**src/rtl/conv_host_if.sv**
```systemverilog
// conv_host_if: host-side driver for the convolution CDC subsystem.
//
// Buffers one pattern (NUM_ROWS image rows and NUM_ROWS 2x2 kernels) and
// streams it out on in_valid/in_row/in_kernel, one slot per cycle. It then
// collects NUM_OUT results from out_valid/out_data, counting and summing them
// and watching for a gap longer than TIMEOUT cycles between results.
//
// Optional feature macro: CONV_HOST_GOLDEN_EN
//   defined   - a reference model checks every result; mismatch_cnt counts misses
//   undefined - no reference model; mismatch_cnt is tied to 0
//
// Ports:
//   clk, rst_n           clock, synchronous active-low reset
//   ld_valid/idx/row/kernel   buffer load port (accepted in IDLE only)
//   ld_ready             high in IDLE
//   start                begin a pattern (accepted in IDLE only)
//   busy                 high in SEND and WAIT
//   done                 one-cycle pulse at pattern end
//   in_valid/row/kernel  stream to the subsystem (registered)
//   out_valid/out_data   result stream from the subsystem
//   res_cnt, res_sum     result count and unsigned sum
//   err_timeout          sticky, gap between results exceeded TIMEOUT
//   err_spurious         sticky, out_valid seen outside WAIT
//   mismatch_cnt         results differing from the golden value (saturating)

module conv_host_if #(
  parameter int unsigned NUM_ROWS = 6,
  parameter int unsigned NUM_OUT  = 150,
  parameter int unsigned TIMEOUT  = 4095
) (
  input  logic        clk,
  input  logic        rst_n,
  input  logic        ld_valid,
  input  logic [2:0]  ld_idx,
  input  logic [17:0] ld_row,
  input  logic [11:0] ld_kernel,
  output logic        ld_ready,
  input  logic        start,
  output logic        busy,
  output logic        done,
  output logic        in_valid,
  output logic [17:0] in_row,
  output logic [11:0] in_kernel,
  input  logic        out_valid,
  input  logic [7:0]  out_data,
  output logic [7:0]  res_cnt,
  output logic [15:0] res_sum,
  output logic        err_timeout,
  output logic        err_spurious,
  output logic [7:0]  mismatch_cnt
);

  localparam int unsigned TmoW = $clog2(TIMEOUT + 1);

  typedef enum logic [1:0] {StIdle, StSend, StWait, StDone} state_e;

  state_e            state_q, state_d;
  logic [2:0]        slot_q, slot_d;
  logic [2:0]        slot_nxt;
  logic [TmoW-1:0]   tmo_q, tmo_d;
  logic [17:0]       row_q [NUM_ROWS];
  logic [17:0]       row_d [NUM_ROWS];
  logic [11:0]       kernel_q [NUM_ROWS];
  logic [11:0]       kernel_d [NUM_ROWS];
  logic              in_valid_q, in_valid_d;
  logic [17:0]       in_row_q, in_row_d;
  logic [11:0]       in_kernel_q, in_kernel_d;
  logic              done_q, done_d;
  logic [7:0]        res_cnt_q, res_cnt_d;
  logic [15:0]       res_sum_q, res_sum_d;
  logic              err_tmo_q, err_tmo_d;
  logic              err_spur_q, err_spur_d;

  assign slot_nxt = slot_q + 3'd1;

  always_comb begin
    state_d     = state_q;
    slot_d      = slot_q;
    tmo_d       = tmo_q;
    row_d       = row_q;
    kernel_d    = kernel_q;
    in_valid_d  = 1'b0;
    in_row_d    = '0;
    in_kernel_d = '0;
    done_d      = 1'b0;
    res_cnt_d   = res_cnt_q;
    res_sum_d   = res_sum_q;
    err_tmo_d   = err_tmo_q;
    err_spur_d  = err_spur_q;

    unique case (state_q)
      StIdle: begin
        if (ld_valid && (32'(ld_idx) < NUM_ROWS)) begin
          row_d[ld_idx]    = ld_row;
          kernel_d[ld_idx] = ld_kernel;
        end
        if (start) begin
          state_d     = StSend;
          slot_d      = 3'd0;
          in_valid_d  = 1'b1;
          // Forward a same-cycle load of slot 0.
          in_row_d    = row_d[0];
          in_kernel_d = kernel_d[0];
          res_cnt_d   = '0;
          res_sum_d   = '0;
          err_tmo_d   = 1'b0;
          err_spur_d  = 1'b0;
        end
      end
      StSend: begin
        if (slot_q == 3'(NUM_ROWS - 1)) begin
          state_d = StWait;
          tmo_d   = '0;
        end else begin
          slot_d      = slot_nxt;
          in_valid_d  = 1'b1;
          in_row_d    = row_q[slot_nxt];
          in_kernel_d = kernel_q[slot_nxt];
        end
      end
      StWait: begin
        if (out_valid) begin
          res_cnt_d = res_cnt_q + 8'd1;
          res_sum_d = res_sum_q + 16'(out_data);
          tmo_d     = '0;
          if (res_cnt_q == 8'(NUM_OUT - 1)) begin
            state_d = StDone;
            done_d  = 1'b1;
          end
        end else if (tmo_q == TmoW'(TIMEOUT - 1)) begin
          err_tmo_d = 1'b1;
          state_d   = StDone;
          done_d    = 1'b1;
        end else begin
          tmo_d = tmo_q + 1'b1;
        end
      end
      StDone: begin
        state_d = StIdle;
      end
      default: begin
        state_d = StIdle;
      end
    endcase

    // Results outside WAIT are flagged and dropped; this wins over a start clear.
    if (out_valid && (state_q != StWait)) begin
      err_spur_d = 1'b1;
    end
  end

  always_ff @(posedge clk) begin
    if (!rst_n) begin
      state_q     <= StIdle;
      slot_q      <= '0;
      tmo_q       <= '0;
      for (int i = 0; i < NUM_ROWS; i++) begin
        row_q[i]    <= '0;
        kernel_q[i] <= '0;
      end
      in_valid_q  <= 1'b0;
      in_row_q    <= '0;
      in_kernel_q <= '0;
      done_q      <= 1'b0;
      res_cnt_q   <= '0;
      res_sum_q   <= '0;
      err_tmo_q   <= 1'b0;
      err_spur_q  <= 1'b0;
    end else begin
      state_q     <= state_d;
      slot_q      <= slot_d;
      tmo_q       <= tmo_d;
      row_q       <= row_d;
      kernel_q    <= kernel_d;
      in_valid_q  <= in_valid_d;
      in_row_q    <= in_row_d;
      in_kernel_q <= in_kernel_d;
      done_q      <= done_d;
      res_cnt_q   <= res_cnt_d;
      res_sum_q   <= res_sum_d;
      err_tmo_q   <= err_tmo_d;
      err_spur_q  <= err_spur_d;
    end
  end

`ifdef CONV_HOST_GOLDEN_EN
  // Result order: kernel-major, then output row y, then output column x.
  localparam int unsigned OutDim = NUM_ROWS - 1;

  logic [2:0] gx_q, gx_d;
  logic [2:0] gy_q, gy_d;
  logic [2:0] gk_q, gk_d;
  logic [2:0] gy_p1;
  logic [7:0] mism_q, mism_d;
  logic [7:0] golden;
  logic [11:0] kern;
  logic [2:0] p00, p01, p10, p11;
  logic       accept;
  logic       start_acc;

  assign accept    = (state_q == StWait) && out_valid;
  assign start_acc = (state_q == StIdle) && start;
  assign gy_p1     = gy_q + 3'd1;
  assign kern      = kernel_q[gk_q];
  assign p00       = row_q[gy_q][3*gx_q +: 3];
  assign p01       = row_q[gy_q][3*gx_q + 3 +: 3];
  assign p10       = row_q[gy_p1][3*gx_q +: 3];
  assign p11       = row_q[gy_p1][3*gx_q + 3 +: 3];
  assign golden    = 8'(p00) * 8'(kern[2:0]) + 8'(p01) * 8'(kern[5:3])
                   + 8'(p10) * 8'(kern[8:6]) + 8'(p11) * 8'(kern[11:9]);

  always_comb begin
    gx_d   = gx_q;
    gy_d   = gy_q;
    gk_d   = gk_q;
    mism_d = mism_q;
    if (start_acc) begin
      gx_d   = '0;
      gy_d   = '0;
      gk_d   = '0;
      mism_d = '0;
    end else if (accept) begin
      if ((out_data != golden) && (mism_q != 8'hFF)) begin
        mism_d = mism_q + 8'd1;
      end
      if (gx_q == 3'(OutDim - 1)) begin
        gx_d = '0;
        if (gy_q == 3'(OutDim - 1)) begin
          gy_d = '0;
          gk_d = gk_q + 3'd1;
        end else begin
          gy_d = gy_p1;
        end
      end else begin
        gx_d = gx_q + 3'd1;
      end
    end
  end

  always_ff @(posedge clk) begin
    if (!rst_n) begin
      gx_q   <= '0;
      gy_q   <= '0;
      gk_q   <= '0;
      mism_q <= '0;
    end else begin
      gx_q   <= gx_d;
      gy_q   <= gy_d;
      gk_q   <= gk_d;
      mism_q <= mism_d;
    end
  end

  assign mismatch_cnt = mism_q;
`else
  assign mismatch_cnt = '0;
`endif

  assign ld_ready     = (state_q == StIdle);
  assign busy         = (state_q == StSend) || (state_q == StWait);
  assign done         = done_q;
  assign in_valid     = in_valid_q;
  assign in_row       = in_row_q;
  assign in_kernel    = in_kernel_q;
  assign res_cnt      = res_cnt_q;
  assign res_sum      = res_sum_q;
  assign err_timeout  = err_tmo_q;
  assign err_spurious = err_spur_q;

endmodule

```
**config.mk**
```make
export PLATFORM = sky130hd
export DESIGN_NAME = conv_host_if
export DESIGN_NICKNAME = d
export VERILOG_FILES = /design/src/rtl/conv_host_if.sv
export SDC_FILE = /design/constraint.sdc
export NUM_CORES = 1
export LEC_CHECK = 0
export BUFFER_PORTS_ARGS = -buffer_cell sky130_fd_sc_hd__buf_2
export CAP_MARGIN = 20
export CORE_MARGIN = 3
export CORE_UTILIZATION = 50
export DETAILED_ROUTE_END_ITERATION = 16
export PLACE_DENSITY = 0.75
export SETUP_SLACK_MARGIN = 0.05
export SLEW_MARGIN = 10
export SYNTH_ARGS = -nofsm -noshare
export SYNTH_HDL_FRONTEND = slang
export SYNTH_SLANG_ARGS = --single-unit
```
**constraint.sdc**
```tcl
create_clock -name clk -period 4.25 [get_ports clk]
set_input_delay 0.2125 -clock clk [delete_from_list [all_inputs] [get_ports clk]]
set_output_delay 0.2125 -clock clk [all_outputs]
set_load 0.01 [all_outputs]
```
==> impl_metrics.sql <==
INSERT INTO impl_metrics (metric_group, metric, value, unit) VALUES
('outcome', 'outcome', 'finished clean', ''),
('timing', 'finalWorstPathRequiredPeriod', '2.76', 'ns'),
('timing', 'tightest_slew', '1.03', 'ns'),
('layout', 'antenna_cells', '0', ''),
('yosys', 'postSynthAreaPerCell', '8.71', 'um2'),
('yosys', 'netlist.area_leader.share', '42.4', '%'),
('clock_network', 'cts_max_level', '1', ''),
('layout', 'post_layout_nonfiller_instances', '1805', ''),
('detailed_routing', 'post_drt_wl_per_cell', '17.2', 'um'),
('place', 'place_congestion', '0.838', ''),
('timing', 'relSlewSlack', '31.1', '%'),
('global_route', 'use_met1', '32.0', '%'),
('yosys', 'synth-async-reset-ratio', '0', '%'),
('min_path', 'min_delay_worst_endpoint', 'err_spurious', ''),
('pwr', 'ir_drop', '308', 'uV'),
('min_path', 'hp-start', 'out_valid', ''),
('yosys', 'synthesis.instances', '1381', ''),
('pwr', 'power_density', '441', 'nW/um2'),
('yosys', 'yosys.cell_count.top_type', 'sky130_fd_sc_hd__nand2_1', ''),
('die', 'die_h', '161', 'um'),
('place', 'buffer_ports.inserted', '105', ''),
('die', 'die-width', '161', 'um'),
('yosys', 'synthesis.area', '12000', 'um2'),
('timing', 'report.final.hold_viol_count', '0', ''),
('worst_setup_path', 'critical_path.reg2reg.startpoint', 'state_q[0]', ''),
('yosys', 'yosys_warnings', '0', ''),
('clock_network', 'cts-buffers-inserted', '27', ''),
('detailed_routing', 'overall_via_count_from_detail_route', '10088', ''),
('global_route', 'grtUsageMet2', '39.8', '%'),
('global_route', 'grt_start_max_net_pins', '80', ''),
('layout', 'fraction_of_layout_cells_with_a_size_suffix_above_1', '14.7', '%'),
('timing', 'final.setup.tns', '0', 'ns'),
('place', 'dp_cells', '1728', ''),
('die', 'placementRows', '56', ''),
('timing', 'final-setup-viol-count', '0', ''),
('worst_setup_path', 'critPathLaunch', 'state_q[0]', ''),
('yosys', 'synth-seq-cells', '255', ''),
('worst_setup_path', 'cpLargestDelayFamily', 'compound AO/OA/AOI/OAI gates', ''),
('worst_setup_path', 'timing.critical_path.slowest_stage_cell', 'sky130_fd_sc_hd__o21ai_1', ''),
('worst_setup_path', 'rr_endpoint', 'res_sum[13]', ''),
('worst_setup_path', 'critical_path.max_fanout', '19', ''),
('timing', 'unrepaired_setup_endpoints_after_global_routing', 'false', ''),
('worst_setup_path', 'critical_path.max_stage_delay', '0.82', 'ns'),
('global_route', 'met3_usage', '3.72', '%'),
('die', 'coreArea', '23500', 'um2'),
('detailed_routing', 'detail-route-antenna-nets', '0', ''),
('detailed_routing', 'avgViaCountPerCell', '5.59', ''),
('timing', 'fmaxAchievable', '362', 'MHz'),
('worst_setup_path', 'worst_r2r_path_depth', '6', ''),
('detailed_routing', 'wirelength_routed', '31000', 'um'),
('timing', 'final_min_period_over_clock_period', '65.1', '%'),
('die', 'i_o_pin_total', '114', ''),
('job', 'maxCapViolCount', '0', ''),
('layout', 'layout.core_utilization', '59.0', '%'),
('worst_setup_path', 'critical_path_buf_inv_count', '1', ''),
('detailed_routing', 'dr.pass1.iters', '6', ''),
('pwr', 'design_power_total', '6130', 'uW'),
('worst_setup_path', 'path_class', 'register to register', ''),
('pwr', 'cellLeakagePower', '0.00473', 'uW'),
('die', 'initial_utilization', '51.1', '%'),
('place', 'detailedPlacementHpwl', '18900', 'um'),
('timing', 'timing.final.max_slew_violations', '0', ''),
('detailed_routing', 'drcViolationCount', '0', ''),
('global_route', 'wire_length_of_the_first_global_routing_pass', '51100', 'um'),
('min_path', 'worst_hold_path_type', 'input pin to register', ''),
('clock_network', 'cts.path.max_buffers', '3', ''),
('yosys', 'synth_top_area_cell', 'sky130_fd_sc_hd__dfxtp_1', ''),
('clock_network', 'clock_latency', '0.55', 'ns'),
('global_route', 'grt_most_used_layer', 'met2', ''),
('worst_setup_path', 'cp.arrival', '3.19', 'ns'),
('die', 'dieArea', '26000', 'um2');
==> layout by cell type (no fill, tap or decap), drive strengths merged, types with 2 or more instances in the layout <==
cell type and instances:
o22a 30, and3 4, o2111ai 3, and2 3, nand2b 14, or3 5, nand4b 4, nand4 5
buf 127, a21o 5, o21ai 15, clkbuf 44, inv 15, nor2 87, xor2 6, xnor2 10
a22oi 30, nor4 3, ha 17, dlygate4sd3 30, a211oi 3, conb 8, o21a 6, mux4 30
mux2i 69, a2111o 2, o31ai 6, nand3 8, or4 4, a21oi 18, nand2 400, nor3 9
or2 2, nor2b 7, dfxtp 255, o211ai 3, a21boi 187
==> cell type report <==
cell class              instances  area, um2  share of cell area [%]
flip-flops and latches        255       5110                    36.8
well taps                     319        399                    2.87
clock buffers                  44        820                    5.90
repair buffers                157       1010                    7.24
inverters                      14       52.6                   0.378
clock inverters                 3       32.5                   0.234
multi-input cells            1013       6480                    46.6
==> worst register-to-register path, stage by stage, from the launching register on <==
cell and delay (ns):
sky130_fd_sc_hd__dfxtp_1 0.34, sky130_fd_sc_hd__inv_1 0.12, sky130_fd_sc_hd__ha_1 0.48, sky130_fd_sc_hd__nand2_1 0.66, sky130_fd_sc_hd__o21ai_1 0.82, sky130_fd_sc_hd__a2111o_1 0.18
sky130_fd_sc_hd__o21ai_0 0.06
==> power by group <==
group / total, uW / switching, uW / internal (uW)
registers: 2580 / 81.4 / 2490
clock network: 2270 / 960 / 1310
logic: 1290 / 839 / 447
==> metal layers <==
metal  wire (um)  up-vias
li1            -     4892
met1       13800     4860
met4         814        2
met2       14800      281
met5          13        -
met3        1590       53
==> cells by family (layout without fill, tap and decap cells) <==
group | count (synthesis) | count (layout) | synth area share [%]
simple gates | 558 | 558 | 19.3
flops | 255 | 255 | 42.4
other cells | 1 | 8 | 0.0312
mux | 99 | 99 | 11.4
buf+inv | 120 | 218 | 4.24
xor+xnor | 16 | 16 | 1.16
compound gates | 314 | 314 | 19.6
fa+ha+maj | 18 | 18 | 1.93
==> metrics by stage <==
step	hold WS (ns)	setup WS [ns]
2_1_floorplan	0.347	2.16
3_3_place_gp	0.447	1.67
3_5_place_dp	0.454	1.53
4_1_cts	0.0704	1.51
5_1_grt	0.103	1.27
6_report	0.0871	1.49
==> worst max-delay path by stage <==
stage	endpoint	slack, ns	cells after the start
final	res_sum[13]	1.49	6
after global routing	res_sum[13]	1.27	6
after CTS	res_sum[13]	1.51	6
after detailed placement	res_sum[9]	1.53	6
after global placement	res_sum[9]	1.67	6
after floorplan	res_sum[10]	2.16	8
==> repair_timing <==
action | CTS | global route
gates resized for setup | 0 | 0
hold buffers | 30 | 0
hold endpoints to repair | 169 | 0
Power figures use the tool's default switching activity.
